**src/rtl/uart_bus_sched_pkg.sv**
```systemverilog
`default_nettype none
// ----------------------------------------------------------------------------
// uart_bus_sched_pkg : shared types and constants for the UART bus scheduler
// Revision: 1.0
// ----------------------------------------------------------------------------
package uart_bus_sched_pkg;

    typedef enum logic [1:0] {
        ST_IDLE  = 2'd0,
        ST_WRITE = 2'd1,
        ST_READ  = 2'd2,
        ST_GAP   = 2'd3
    } sched_state_t;

    localparam int RX_ERR_PARITY  = 0;
    localparam int RX_ERR_FRAMING = 1;

    localparam int               OVF_W   = 8;
    localparam logic [OVF_W-1:0] OVF_MAX = '1;

    function automatic logic [OVF_W-1:0] sat_inc(input logic [OVF_W-1:0] v);
        return (v == OVF_MAX) ? v : v + 1'b1;
    endfunction

endpackage
`default_nettype wire

```
**src/rtl/uart_bus_sched_arb.sv**
```systemverilog
`default_nettype none
// ----------------------------------------------------------------------------
// uart_rr_arbiter : picks the first valid requester at or after the pointer
// Revision: 1.0
// ----------------------------------------------------------------------------
module uart_rr_arbiter #(
    parameter int NUM_REQ = 2,
    parameter int PTR_W   = 1
) (
    input  logic [NUM_REQ-1:0] i_valid,
    input  logic [PTR_W-1:0]   i_ptr,
    output logic [NUM_REQ-1:0] o_grant,
    output logic [PTR_W-1:0]   o_idx,
    output logic               o_any
);

    logic [NUM_REQ-1:0] w_rot;
    logic [PTR_W:0]     w_sum;

    // Rotate so bit 0 is the pointer position, then take the lowest set bit.
    always_comb begin
        w_rot = NUM_REQ'({i_valid, i_valid} >> i_ptr);
        w_sum = '0;
        o_any = 1'b0;
        o_idx = '0;
        for (int k = 0; k < NUM_REQ; k++) begin
            if (!o_any && w_rot[k]) begin
                o_any = 1'b1;
                w_sum = {1'b0, i_ptr} + (PTR_W+1)'(k);
                if (w_sum >= (PTR_W+1)'(NUM_REQ)) begin
                    w_sum = w_sum - (PTR_W+1)'(NUM_REQ);
                end
                o_idx = PTR_W'(w_sum);
            end
        end
        o_grant = o_any ? (NUM_REQ'(1) << o_idx) : '0;
    end

endmodule
`default_nettype wire

```
**src/rtl/uart_bus_sched.sv**
```systemverilog
`default_nettype none
// ----------------------------------------------------------------------------
// uart_bus_sched : sole master of the UART core strobes; round-robin TX, RX drain
// Revision: 1.0
// ----------------------------------------------------------------------------
module uart_bus_sched
    import uart_bus_sched_pkg::*;
#(
    parameter int NUM_REQ    = 2,
    parameter int GAP_CYCLES = 2
) (
    input  logic                   CLK,
    input  logic                   RESET_N,
    input  logic [NUM_REQ-1:0]     req_valid,
    input  logic [8*NUM_REQ-1:0]   req_data,
    output logic [NUM_REQ-1:0]     req_ready,
    output logic                   rx_valid,
    output logic [7:0]             rx_data,
    output logic [1:0]             rx_err,
    input  logic                   rx_ready,
    output logic [OVF_W-1:0]       ovf_count,
    output logic                   UART_CSN,
    output logic                   UART_WEN,
    output logic                   UART_OEN,
    output logic [7:0]             UART_DATA_IN,
    input  logic [7:0]             UART_DATA_OUT,
    input  logic                   UART_TXRDY,
    input  logic                   UART_RXRDY,
    input  logic                   UART_PARITY_ERR,
    input  logic                   UART_FRAMING_ERR,
    input  logic                   UART_OVERFLOW
);

    localparam int PTR_W = (NUM_REQ > 1) ? $clog2(NUM_REQ) : 1;

    sched_state_t       state_q, state_d;
    logic [2:0]         gap_q, gap_d;
    logic [PTR_W-1:0]   rr_ptr_q, rr_ptr_d;
    logic [PTR_W-1:0]   grant_idx_q, grant_idx_d;
    logic               csn_q, csn_d, wen_q, wen_d, oen_q, oen_d;
    logic [7:0]         data_in_q, data_in_d;
    logic [NUM_REQ-1:0] req_ready_q, req_ready_d;
    logic               rx_valid_q, rx_valid_d;
    logic [7:0]         rx_data_q, rx_data_d;
    logic [1:0]         rx_err_q, rx_err_d;
    logic               ovf_s_q, ovf_s_d, ovf_p_q, ovf_p_d;
    logic [OVF_W-1:0]   ovf_count_q, ovf_count_d;

    logic [NUM_REQ-1:0] w_grant_oh;
    logic [PTR_W-1:0]   w_grant_idx;
    logic               w_grant_any;
    logic [7:0]         w_grant_byte;
    logic               w_rx_free;

    uart_rr_arbiter #(
        .NUM_REQ (NUM_REQ),
        .PTR_W   (PTR_W)
    ) u_arb (
        .i_valid (req_valid),
        .i_ptr   (rr_ptr_q),
        .o_grant (w_grant_oh),
        .o_idx   (w_grant_idx),
        .o_any   (w_grant_any)
    );

    always_comb begin
        w_grant_byte = 8'h00;
        for (int i = 0; i < NUM_REQ; i++) begin
            if (w_grant_oh[i]) w_grant_byte = req_data[8*i +: 8];
        end
    end

    assign w_rx_free = !rx_valid_q || rx_ready;

    // Strobes are computed one cycle ahead so they are flop outputs in WRITE/READ.
    always_comb begin
        state_d     = state_q;
        gap_d       = gap_q;
        rr_ptr_d    = rr_ptr_q;
        grant_idx_d = grant_idx_q;
        csn_d       = 1'b1;
        wen_d       = 1'b1;
        oen_d       = 1'b1;
        data_in_d   = data_in_q;
        req_ready_d = '0;
        rx_valid_d  = rx_valid_q;
        rx_data_d   = rx_data_q;
        rx_err_d    = rx_err_q;

        case (state_q)
            ST_IDLE: begin
                if (UART_RXRDY && w_rx_free) begin
                    state_d = ST_READ;
                    csn_d   = 1'b0;
                    oen_d   = 1'b0;
                end else if (UART_TXRDY && w_grant_any) begin
                    state_d     = ST_WRITE;
                    csn_d       = 1'b0;
                    wen_d       = 1'b0;
                    data_in_d   = w_grant_byte;
                    req_ready_d = w_grant_oh;
                    grant_idx_d = w_grant_idx;
                end
            end
            ST_WRITE: begin
                rr_ptr_d = (grant_idx_q == PTR_W'(NUM_REQ - 1)) ? '0 : grant_idx_q + 1'b1;
                gap_d    = '0;
                state_d  = ST_GAP;
            end
            ST_READ: begin
                gap_d   = '0;
                state_d = ST_GAP;
            end
            default: begin
                if (gap_q == 3'(GAP_CYCLES - 1)) state_d = ST_IDLE;
                else                             gap_d   = gap_q + 3'd1;
            end
        endcase

        if (state_q == ST_READ) begin
            rx_valid_d                = 1'b1;
            rx_data_d                 = UART_DATA_OUT;
            rx_err_d[RX_ERR_FRAMING]  = UART_FRAMING_ERR;
            rx_err_d[RX_ERR_PARITY]   = UART_PARITY_ERR;
        end else if (rx_valid_q && rx_ready) begin
            rx_valid_d = 1'b0;
        end

        ovf_s_d     = UART_OVERFLOW;
        ovf_p_d     = ovf_s_q;
        ovf_count_d = (ovf_s_q && !ovf_p_q) ? sat_inc(ovf_count_q) : ovf_count_q;
    end

    always_ff @(posedge CLK or negedge RESET_N) begin
        if (!RESET_N) begin
            state_q     <= ST_IDLE;
            gap_q       <= '0;
            rr_ptr_q    <= '0;
            grant_idx_q <= '0;
            csn_q       <= 1'b1;
            wen_q       <= 1'b1;
            oen_q       <= 1'b1;
            data_in_q   <= 8'h00;
            req_ready_q <= '0;
            rx_valid_q  <= 1'b0;
            rx_data_q   <= 8'h00;
            rx_err_q    <= 2'b00;
            ovf_s_q     <= 1'b0;
            ovf_p_q     <= 1'b0;
            ovf_count_q <= '0;
        end else begin
            state_q     <= state_d;
            gap_q       <= gap_d;
            rr_ptr_q    <= rr_ptr_d;
            grant_idx_q <= grant_idx_d;
            csn_q       <= csn_d;
            wen_q       <= wen_d;
            oen_q       <= oen_d;
            data_in_q   <= data_in_d;
            req_ready_q <= req_ready_d;
            rx_valid_q  <= rx_valid_d;
            rx_data_q   <= rx_data_d;
            rx_err_q    <= rx_err_d;
            ovf_s_q     <= ovf_s_d;
            ovf_p_q     <= ovf_p_d;
            ovf_count_q <= ovf_count_d;
        end
    end

    assign UART_CSN     = csn_q;
    assign UART_WEN     = wen_q;
    assign UART_OEN     = oen_q;
    assign UART_DATA_IN = data_in_q;
    assign req_ready    = req_ready_q;
    assign rx_valid     = rx_valid_q;
    assign rx_data      = rx_data_q;
    assign rx_err       = rx_err_q;
    assign ovf_count    = ovf_count_q;

endmodule
`default_nettype wire

```
**config.mk**
```make
export PLATFORM = sky130hd
export DESIGN_NAME = uart_bus_sched
export DESIGN_NICKNAME = d
export VERILOG_FILES = /design/src/rtl/uart_bus_sched_pkg.sv /design/src/rtl/uart_bus_sched_arb.sv /design/src/rtl/uart_bus_sched.sv
export SDC_FILE = /design/constraint.sdc
export NUM_CORES = 1
export LEC_CHECK = 0
export BUFFER_PORTS_ARGS = -buffer_cell sky130_fd_sc_hd__buf_2
export CAP_MARGIN = 0
export CORE_AREA = 2 2 68 77
export CTS_CLUSTER_DIAMETER = 80
export CTS_CLUSTER_SIZE = 16
export DETAILED_ROUTE_END_ITERATION = 8
export DIE_AREA = 0 0 70 79
export GPL_TIMING_DRIVEN = 1
export PLACE_DENSITY = 0.63
export SYNTH_ARGS = -nofsm -noshare
export SYNTH_HDL_FRONTEND = slang
export SYNTH_HIERARCHICAL = 1
export SYNTH_SLANG_ARGS = --single-unit
```
**constraint.sdc**
```tcl
create_clock -name CLK -period 1.5 [get_ports CLK]
set_input_delay 0.075 -clock CLK [delete_from_list [all_inputs] [get_ports CLK]]
set_output_delay 0.075 -clock CLK [all_outputs]
set_load 0.02 [all_outputs]
```
# Word level (Yosys, flattened, before mapping)
# Index checks and enable logic that the tools add are counted.
# W data, S select, Z words.
# word_totals
register_bits,41
out_inout_bits,32
# op_classes
eq_ne,6
n_bitwise,3
muxes,28
n_reduce_logical,17
order_cmp,2
addsub,6
shift,2
# op_table
op,n
$mux W1,16
$mux W8,2
$mux W2,7
$add A8 B1 Y8 const B,1
$eq A8 B8 Y1 const B,1
$pmux W3 S2,1
$reduce_and A2 Y1,3
$logic_and A1 B1 Y1,5
$pmux W2 S2,1
$shr A4 B1 Y2,1
$add A3 B1 Y3 const B,1
$eq A3 B1 Y1 const B,1
$logic_not A1 Y1,3
$mux W3,1
$ne A3 B3 Y1 const B,1
$not A1 Y1,3
$reduce_and A3 Y1,1
$reduce_bool A3 Y1,1
$add A1 B1 Y2 const B,1
$eq A2 B1 Y1 const B,1
$eq A2 B2 Y1 const B,1
$ge A1 B2 Y1 const B,1
$ge A2 B2 Y1 const B,1
$logic_not A2 Y1,1
other kinds (7),8

# Longest topological paths before layout
# Gate-level depths: netlist of run 1.
# depth
word_depth,10
ltp_mapped,7
depth_no_buf,6

# Hierarchy
# The synthesis of run 1 kept the hierarchy.
# modules_own_cells
mod,cells_per_inst,instances,seq_area_each_um2,area_each_um2
uart_bus_sched,159,1,1029.7,1819.2
uart_rr_arbiter,5,1,0.0,32.5

# Least setup slack after synthesis of run 1
# No wires, ideal clock.
# synth_path
path_type,reg2reg
start,register ovf_count_q[0] (netlist: ovf_count[0])
end,register ovf_count_q[1] (netlist: ovf_count[1])
path_buffers,0
slack_ps,14
setup_ps,125
path_stages_with_launch,6
arrival_time_ps,1361
synth_period_minus_slack_ps,1486
cell_sequence,dfrtp_1 > ha_1 > and3_4 > nand2_1 > nand2_2 > mux2_4
# synth_via
elab_chain_len,3
elab_cells_between_ends,4
cone_classes,add/sub: 1; eq/ne: 1; bitwise: 1; reduce/logical: 1
# synth_rtl
item,line,source
from (decl),uart_bus_sched.sv:47,"logic [OVF_W-1:0] ovf_count_q, ovf_count_d;"
from (signal assigned),uart_bus_sched.sv:166,ovf_count_q <= ovf_count_d;
branches (longest 3 deep; another with $add A8 B1 Y8),n/a,
# Several ways; the timed one is not identified.
# A chain may end at the register's enable or synchronous reset.

# Worst setup path after layout of run 1
# Ends and elaborated chain as after synthesis.

==> flow_metrics.tcl, run 1 <==
set metrics [dict create \
    status "complete, no violations" \
    power.density_mw_per_mm2 2045 \
    synth.cell_area_mm2 0.001852 \
    seqCellArea_mm2 0.001030 \
    cts_tree "yes" \
    start_kind "flop" \
    slew-limit-headroom_pct 74.37 \
    post_drt_antenna_nets 0 \
    layout.cells.non_filler 307 \
    register_share_of_total_power_pct 36.9 \
    floorplan.die_area_mm2 0.005530 \
    synth-seq-cells 41 \
    classification_of_the_worst_setup_path "reg2reg" \
    final_net_count 289 \
    syn-mean-instance-area_um2 11.29 \
    synth_edf_count 0 \
    switching_share_pct 39.21 \
    area_occupied_by_multi_input_gates_um2 784.5 \
    synthesis.yosys.warnings 6 \
    worst_path_dominant_cell_family "simple AND/OR/NAND/NOR gates" \
    yosysTopAreaCell "dfrtp_1" \
    floorplan.initialDensity_pct 38.60 \
    root_buffer "clkbuf_8" \
    power.leakage_nw 1.225 \
    synthesis.nets 205 \
    clock.fmax_ghz 0.6893 \
    clk-insertion-delay-late_ns 0.29 \
    grt_antenna_before_repair 0 \
    finalSetupTns_ns 0 \
    core_area_mm2 0.004797 \
    io-pin-count 66 \
    gp_routability_congestion 0.8175 \
    min-delay-path-class "in2reg" \
    io_buffer_count 65 \
    maxCapViolCount 0 \
    worst_margin_pin_slew_ns 0.3844 \
    ir_worst_vdd_v 0.001006 \
    grt_remaining_overflow 0 \
    worstPathArrival_ns 1.63 \
    ff2ff_setup_slack_ns 0.05 \
    asyncSetResetFlopFracSynth_pct 100.0 \
    fraction_of_power_consumed_by_combinational_cells_pct 48.6 \
    htreeDepth 2 \
    first_global_vias 1506 \
    critPathMaxFanout 5 \
    vias_per_cell 4.899 \
    cp.required_ns 1.68 \
    most-common-layout-cells "buf_2 (66), dfrtp_1 (38), a21oi_1 (17), buf_4 (13), nor2_1 (12)" \
    hold_viol 0 \
    fillcell_total 459 \
    max-clock-path-buffers 2 \
    number_of_antenna_cells_inserted 0 \
    clkTransAtPathRegs_ns 0.08 \
    synth_seq_area_share_pct 55.61 \
    p_total_mw 5.107 \
    critPathCaptureType "flop" \
    timing.critical_path.cells "ha_2 -> and3_4 -> nand2_1 -> nand2_2 -> mux2_4" \
    final-setup-viol-count 0 \
    power.share.clock_pct 14.5 \
    detailedRoute.firstPassIterationCount 4 \
    finalWorstPathRequiredPeriod_ns 1.451 \
    dp_hpwl_um 3057 \
    die_h_um 79 \
    largest_net_degree_at_the_start_of_global_routing 19 \
    layout_commonest_cell "buf_2" \
    finalClockSkew_ns 0.007231 \
    postRouteWirelength_um 4056 \
    power.switching_mw 2.003 \
    clkSinkCount 41 \
    area.growth.synth_to_final_pct 34.87 \
    post_synthesis_instance_total 164 \
    average_detailed_routed_wire_length_per_instance_um 13.21 \
    number_of_rows_in_the_core_area 27 \
    critPathMaxStageDelay_ns 0.40 \
    vias 1504 \
    report.final.slew_viol_count 0 \
    grt_pass1_wl_um 6624 \
    yosysTopAreaCellShare_pct 51.35 \
    drt_iter0_drc 50 \
    synth.area.top_cells "dfrtp_1 (51%), mux2_2 (6.7%), ha_1 (4.7%), a21oi_1 (4.6%), dfstp_2 (4.3%)" \
    final_worst_path_cycle_share_pct 96.72 \
    power_report.internal_total_mw 3.104 \
    cts_made_buffers 5 \
    netlist-cell-type-count 38 \
    synth-main-ff-cell "dfrtp_1" \
    chipWidth_um 70 \
    slowest_stage "dfrtp_1" \
    drc_errors 0 \
    gr-usage-all-layers_pct 14.99 \
    post_route_cells_drive_above_1_share_pct 46.99 \
    dpl.cell_count 291 \
    cp.buffers_inverters 0 \
]
## final cells by class
cell class | instances | share of cell area (%)
Sequential cell | 41 | 41.23
Multi-Input combinational cell | 107 | 31.41
Timing Repair Buffer | 83 | 19.19
Clock buffer | 7 | 3.457
Tap cell | 58 | 2.906
Inverter | 10 | 1.503
Clock inverter | 1 | 0.3006
## Yosys cell counts, types with 2 or more instances
master,number
nor2b_1,3
and2_1,3
nor3_1,2
dfstp_2,3
a21boi_1,3
nand4_1,2
buf_2,2
xnor2_1,2
nand2b_1,2
ha_1,7
a22oi_1,8
nand2_1,10
nand3_1,2
o22ai_1,2
clkbuf_1,2
buf_4,2
nor2_1,12
mux2_2,11
o21ai_0,4
mux2i_1,2
a21oi_1,17
inv_1,10
dfrtp_1,38
## power groups by stage
| stage | sequential, mW | clock, mW | combinational (mW) |
|---|---|---|---|
| floorplan | 2.34 | 0 | 1.04 |
| global placement | 1.89 | 0 | 2.25 |
| detailed placement | 1.91 | 0 | 2.30 |
| CTS | 1.90 | 0.768 | 2.30 |
| global route | 1.96 | 0.801 | 2.74 |
| finish | 1.88 | 0.739 | 2.48 |
## layer usage
metal  track usage (%)  share of wire, %  up-vias
met2             26.00                48       56
li1                  -                 -      734
met3             4.949               7.0        6
met5                 0                 0        -
met1             17.90                44      708
met4             4.038              0.99        0
## registers in the layout (all words and copies together) (netlist names), 2 cells and up
signal,cells
rx_data,8
req_ready,2
rx_err,2
gap_q,3
ovf_count,8
UART_DATA_IN,8
state_q,2
## timing repair
action,CTS,global route
setup endpoints to repair,0,15
hold endpoints to repair,16,0
hold buffers,2,0
setup buffers,0,5
resized for setup,0,10
## logic make-up after synthesis
group / after synthesis / share of synthesized area [%]
and+or+nand+nor: 44 / 12.70
DFF: 41 / 55.61
AOI/OAI and AO/OA: 39 / 13.04
buffers and inverters: 16 / 3.784
muxes: 15 / 9.189
adders and majority gates: 7 / 4.730
xor gates and xnor gates: 2 / 0.9461
## worst paths after layout
path	startpoint	depth (start not counted)	end
setup / recovery	ovf_count[0]	5	ovf_count[1]
hold / removal	UART_DATA_OUT[2]	2	rx_data[2]
setup reg to reg	ovf_count[0]	5	ovf_count[1]
hold reg to reg	ovf_p_d	0	ovf_p_q
max in group asynchronous	RESET_N	3	UART_CSN
min in group asynchronous	RESET_N	2	ovf_count[2]
## metrics by stage
step	hold WS, ns	util [%]	cell area, um2	setup slack [ns]
floorplan	-0.2206	-	1852	0.01363
global placement	0.02757	48.04	2305	0.05155
detailed placement	0.03376	48.04	2305	0.03132
CTS	0.003064	50.42	2419	0.01157
global route	0.005202	52.06	2497	-0.03493
finish	0.01206	52.06	2497	0.04925
Power figures use the tool's default switching activity.
==> run 2, diff against run 1 <==
- ABC_CLOCK_PERIOD_IN_PS: default -> 1500
- GPL_TIMING_DRIVEN: 1 -> 0
- SKIP_CTS_REPAIR_TIMING: default -> 1
==> run 2 against run 1 <==
Net effect:
- sequential cell count unchanged
- highest routed layer unchanged
- largest cell class unchanged
- count of clock-buffer cells in the layout down 1
- worst hold slack worse by 0.0044 ns
- critical path type unchanged
- cell area down 4.0%
==> flow_metrics.tcl, run 2 (same netlist as run 1, synthesis figures left out) <==
set metrics [dict create \
    status "complete, no violations" \
    worst_path_dominant_cell_family "flip-flops" \
    vias_per_cell 4.693 \
    core_area_mm2 0.004797 \
    die_h_um 79 \
    layout_commonest_cell "buf_2" \
    holdCritStartpoint "UART_DATA_OUT[3]" \
    hold_viol 0 \
    grt_antenna_before_repair 0 \
    drt_iter0_drc 37 \
    first_global_vias 1415 \
    detailedRoute.firstPassIterationCount 4 \
    fillcell_total 459 \
    grt_pass1_wl_um 6320 \
    crit-reg2reg-launch "state_q[0]" \
    io_buffer_count 65 \
    clk-insertion-delay-late_ns 0.29 \
    floorplan.die_area_mm2 0.005530 \
    dp_hpwl_um 2695 \
    dpl_cell_area_mm2 0.002250 \
    worst_setup_path_startpoint "state_q[0]" \
    final_worst_path_cycle_share_pct 97.03 \
    power.density_mw_per_mm2 1995 \
    postRouteWirelength_um 3716 \
    report.final.slew_viol_count 0 \
    classification_of_the_worst_setup_path "reg2reg" \
    power.leakage_nw 1.180 \
    worst_margin_pin_slew_ns 0.8877 \
    number_of_antenna_cells_inserted 0 \
    floorplan.initialDensity_pct 38.60 \
    max-clock-path-buffers 2 \
    cts_tree "yes" \
    final_net_count 282 \
    vias 1408 \
    grt_remaining_overflow 0 \
    cts_made_buffers 5 \
    start_kind "flop" \
    root_buffer "clkbuf_8" \
    critPathCaptureType "flop" \
    final-setup-viol-count 0 \
    largest_net_degree_at_the_start_of_global_routing 42 \
    clock.fmax_ghz 0.6871 \
    io-pin-count 66 \
    finished_layout_cell_area_mm2 0.002397 \
    finalClockSkew_ns 0.003180 \
    critPathMaxFanout 3 \
    average_detailed_routed_wire_length_per_instance_um 12.39 \
    chipWidth_um 70 \
    clkTransAtPathRegs_ns 0.08 \
    htreeDepth 2 \
    gp_routability_congestion 0.7784 \
    number_of_rows_in_the_core_area 27 \
    cp.required_ns 1.68 \
    p_total_mw 4.784 \
    drc_errors 0 \
    post_drt_antenna_nets 0 \
    cp.buffers_inverters 1 \
    clkSinkCount 41 \
    min-delay-path-class "in2reg" \
    maxCapViolCount 0 \
    post_route_cells_drive_above_1_share_pct 43.39 \
    most-common-layout-cells "buf_2 (66), dfrtp_1 (38), a21oi_1 (17), nor2_1 (12), mux2_2 (11)" \
    ir_worst_vdd_v 0.001306 \
    worstPathArrival_ns 1.64 \
    critPathMaxStageDelay_ns 0.41 \
    timing.critical_path.cells "inv_2 -> ha_2 -> nand3_2 -> a21oi_2 -> mux2_2" \
    slowest_stage "dfrtp_1" \
    slew-limit-headroom_pct 40.82 \
    finalWorstPathRequiredPeriod_ns 1.455 \
    gr-usage-all-layers_pct 14.54 \
    area.growth.synth_to_final_pct 29.46 \
]
-- run 2: cell count changes in the layout (fill, tap and decap cells not counted), moves of 2 or more --
cell / change
buf_4: -11
clkbuf_2: +2
clkinv_2: +2
o22ai_2: -2
o22ai_1: +2
-- run 2: final timing paths --
kind,endpoint,slack [ns],cells after the start
worst max-delay path,grant_idx_q,0.04,5
worst min-delay path,rx_data[3],0.008,2
worst max register to register,grant_idx_q,0.04,5
worst min register to register,ovf_p_q,0.38,0
max in group asynchronous,gap_q[1],0.50,2
min in group asynchronous,ovf_count[6],0.44,2
-- run 2: worst register-to-register path, stage by stage, from the launching register on --
cell	delay, ns
dfrtp_1	0.41
inv_2	0.09
ha_2	0.20
nand3_2	0.09
a21oi_2	0.21
mux2_2	0.36
-- run 2: report_power, final --
| group | switching, mW | internal [mW] | leakage (nW) |
|---|---|---|---|
| combinational | 1.24 | 0.967 | 0.643 |
| clock | 0.368 | 0.322 | 0.0450 |
| sequential | 0.296 | 1.59 | 0.492 |
| total | 1.91 | 2.87 | 1.18 |
-- run 2: area by class of cell --
class                      count  area, um2  area share (%)
sequential                    41       1030           42.95
multi-input combinational    107      759.5           31.68
timing repair buffer          70      370.4           15.45
clock buffer                   6      72.57           3.027
tap                           58      72.57           3.027
buffer                         6      45.04           1.879
inverter                      10      37.54           1.566
clock inverter                 2      10.01          0.4175
-- run 2: per-stage QoR --
stage | worst slack, ns | hold slack (ns) | setup TNS (ns) | util, % | cells
global route | -0.02100 | 0.001268 | -0.04050 | 49.97 | 300
global placement | 0.04155 | 0.1913 | 0 | 46.90 | 287
detailed placement | 0.02874 | 0.1904 | 0 | 46.90 | 287
CTS | 0.007866 | -0.1170 | 0 | 48.62 | 295
finish | 0.04451 | 0.007687 | 0 | 49.97 | 300
floorplan | 0.01363 | -0.2206 | 0 | - | 164
-- run 2: per-layer routing --
layer	track usage, %	vias to the layer above	routed length, um
met5	0	-	0
met4	5.192	0	58
met3	5.203	7	276
met2	22.76	50	1705
met1	18.66	629	1675
li1	-	722	-
==> run 3, diff against run 2 <==
- ABC_CLOCK_PERIOD_IN_PS: 1500 -> 1200
- CORE_AREA: 2 2 68 77 -> 2 2 76 64
- DIE_AREA: 0 0 70 79 -> 0 0 78 66
- PLACE_DENSITY: 0.63 -> 0.71
- clock period: 1.5 -> 1.2 ns (I/O delays scaled with it)
==> run 3 against run 2 <==
Net effect:
- the run now ends with negative hold slack, negative setup slack left
- combinational power rose by 70%
- worst hold slack got worse by 0.12 ns
- final cell count up 6.7%
- clock power up 24%
- largest cell class unchanged
==> flow_metrics.tcl, run 3 (same netlist as run 1, synthesis figures left out) <==
set metrics [dict create \
    layout_commonest_cell "buf_2" \
    power.leakage_nw 1.349 \
    clk-insertion-delay-late_ns 0.29 \
    average_detailed_routed_wire_length_per_instance_um 13.34 \
    start_kind "flop" \
    drc_errors 0 \
    dpl_cell_area_mm2 0.002361 \
    max-clock-path-buffers 2 \
    gr-usage-all-layers_pct 15.63 \
    critPathMaxStageDelay_ns 0.44 \
    number_of_antenna_cells_inserted 0 \
    drt_iter0_drc 96 \
    root_buffer "clkbuf_8" \
    cp.buffers_inverters 1 \
    postRouteWirelength_um 4268 \
    classification_of_the_worst_setup_path "reg2reg" \
    timing.critical_path.cells "inv_2 -> ha_4 -> nand3_4 -> a21oi_4 -> mux2_4" \
    finalClockSkew_ns 0.007726 \
    report.final.slew_viol_count 0 \
    htreeDepth 2 \
    grt_pass1_wl_um 6168 \
    first_global_vias 1372 \
    grt_remaining_overflow 0 \
    clock.fmax_ghz 0.7016 \
    min-delay-path-class "in2async" \
    final_worst_path_cycle_share_pct 118.8 \
    cp.required_ns 1.38 \
    finished_layout_cell_area_mm2 0.002761 \
    cts_tree "yes" \
    fillcell_total 375 \
    largest_net_degree_at_the_start_of_global_routing 42 \
    hold_viol 38 \
    chipWidth_um 78 \
    gp_routability_congestion 0.7124 \
    io-pin-count 66 \
    die_h_um 66 \
    critPathMaxFanout 4 \
    vias 1566 \
    final_net_count 300 \
    worst_path_dominant_cell_family "flip-flops" \
    vias_per_cell 4.894 \
    final-setup-viol-count 30 \
    area.growth.synth_to_final_pct 49.12 \
    io_buffer_count 65 \
    clkTransAtPathRegs_ns 0.08 \
    detailedRoute.firstPassIterationCount 4 \
    floorplan.initialDensity_pct 42.05 \
    grt_antenna_before_repair 0 \
    worst_margin_pin_slew_ns 0.8864 \
    finalHoldWorstSlack_ns -0.1125 \
    floorplan.die_area_mm2 0.005148 \
    number_of_rows_in_the_core_area 22 \
    dp_hpwl_um 2741 \
    clkSinkCount 41 \
    critPathCaptureType "flop" \
    grt_setup_unrepaired "true" \
    slowest_stage "dfrtp_1" \
    core_area_mm2 0.004404 \
    ir_worst_vdd_v 0.001078 \
    maxCapViolCount 0 \
    fin_ws_ns -0.2253 \
    power.density_mw_per_mm2 2556 \
    most-common-layout-cells "buf_2 (65), dfrtp_1 (34), buf_4 (16), a21oi_1 (15), mux2_4 (12)" \
    slew-limit-headroom_pct 40.91 \
    worstPathArrival_ns 1.61 \
    cts_made_buffers 5 \
    post_drt_antenna_nets 0 \
    status "finished, violations left" \
    post_route_cells_drive_above_1_share_pct 56.15 \
    postLayoutCoreUtil_pct 62.70 \
    finalWorstPathRequiredPeriod_ns 1.425 \
    violations "negative hold slack, negative setup slack" \
]
## run 3: area by class of cell
class                           count  area [um2]  share of cell area, %
Clock buffer                        6       72.57                  2.628
Multi-Input combinational cell    107       940.9                  34.07
Tap cell                           60       75.07                  2.719
Inverter                           10       37.54                  1.359
Clock inverter                      2       10.01                 0.3625
Sequential cell                    41        1035                  37.47
Timing Repair Buffer               88       531.8                  19.26
Buffer                              6       58.81                  2.130
## run 3: stage by stage
stage                     instances  worst slack [ns]  power [mW]  TNS, ns  hold WS [ns]
final                           320           -0.2253       7.057   -3.743       -0.1125
after global routing            320           -0.2670       7.556   -5.296      -0.04501
after CTS                       297           -0.2046       6.287   -4.037       -0.1284
after detailed placement        289           -0.1873       5.407   -3.571        0.1758
after global placement          289           -0.1893       5.317   -2.944        0.1742
after floorplan                 164           -0.1446       4.516  -0.8278       -0.2356
## run 3: power by group
part / leakage (nW) / switching (mW) / internal [mW]
combinational: 0.816 / 1.86 / 1.89
sequential: 0.488 / 0.462 / 2.00
clock: 0.0450 / 0.451 / 0.403
total: 1.35 / 2.77 / 4.29
## run 3: metal layers
metal | track usage, % | vias up | routed length (um)
li1 | - | 764 | -
met1 | 20.12 | 749 | 1976
met2 | 25.65 | 47 | 2041
met3 | 3.962 | 6 | 198
met4 | 5.921 | 0 | 51
met5 | 0 | - | 0
## run 3: final timing paths
| check | startpoint | end | slack (ns) | cells after the start |
|---|---|---|---|---|
| setup / recovery | state_q[1] | grant_idx_q | -0.23 | 5 |
| setup reg to reg | state_q[1] | grant_idx_q | -0.23 | 5 |
| hold / removal | RESET_N | req_ready[1] | -0.11 | 1 |
| max in group asynchronous | RESET_N | ovf_count[1] | 0.70 | 1 |
| min in group CLK | UART_PARITY_ERR | rx_err[0] | 0.01 | 2 |
| hold reg to reg | grant_idx_q | rr_ptr_q | 0.46 | 1 |
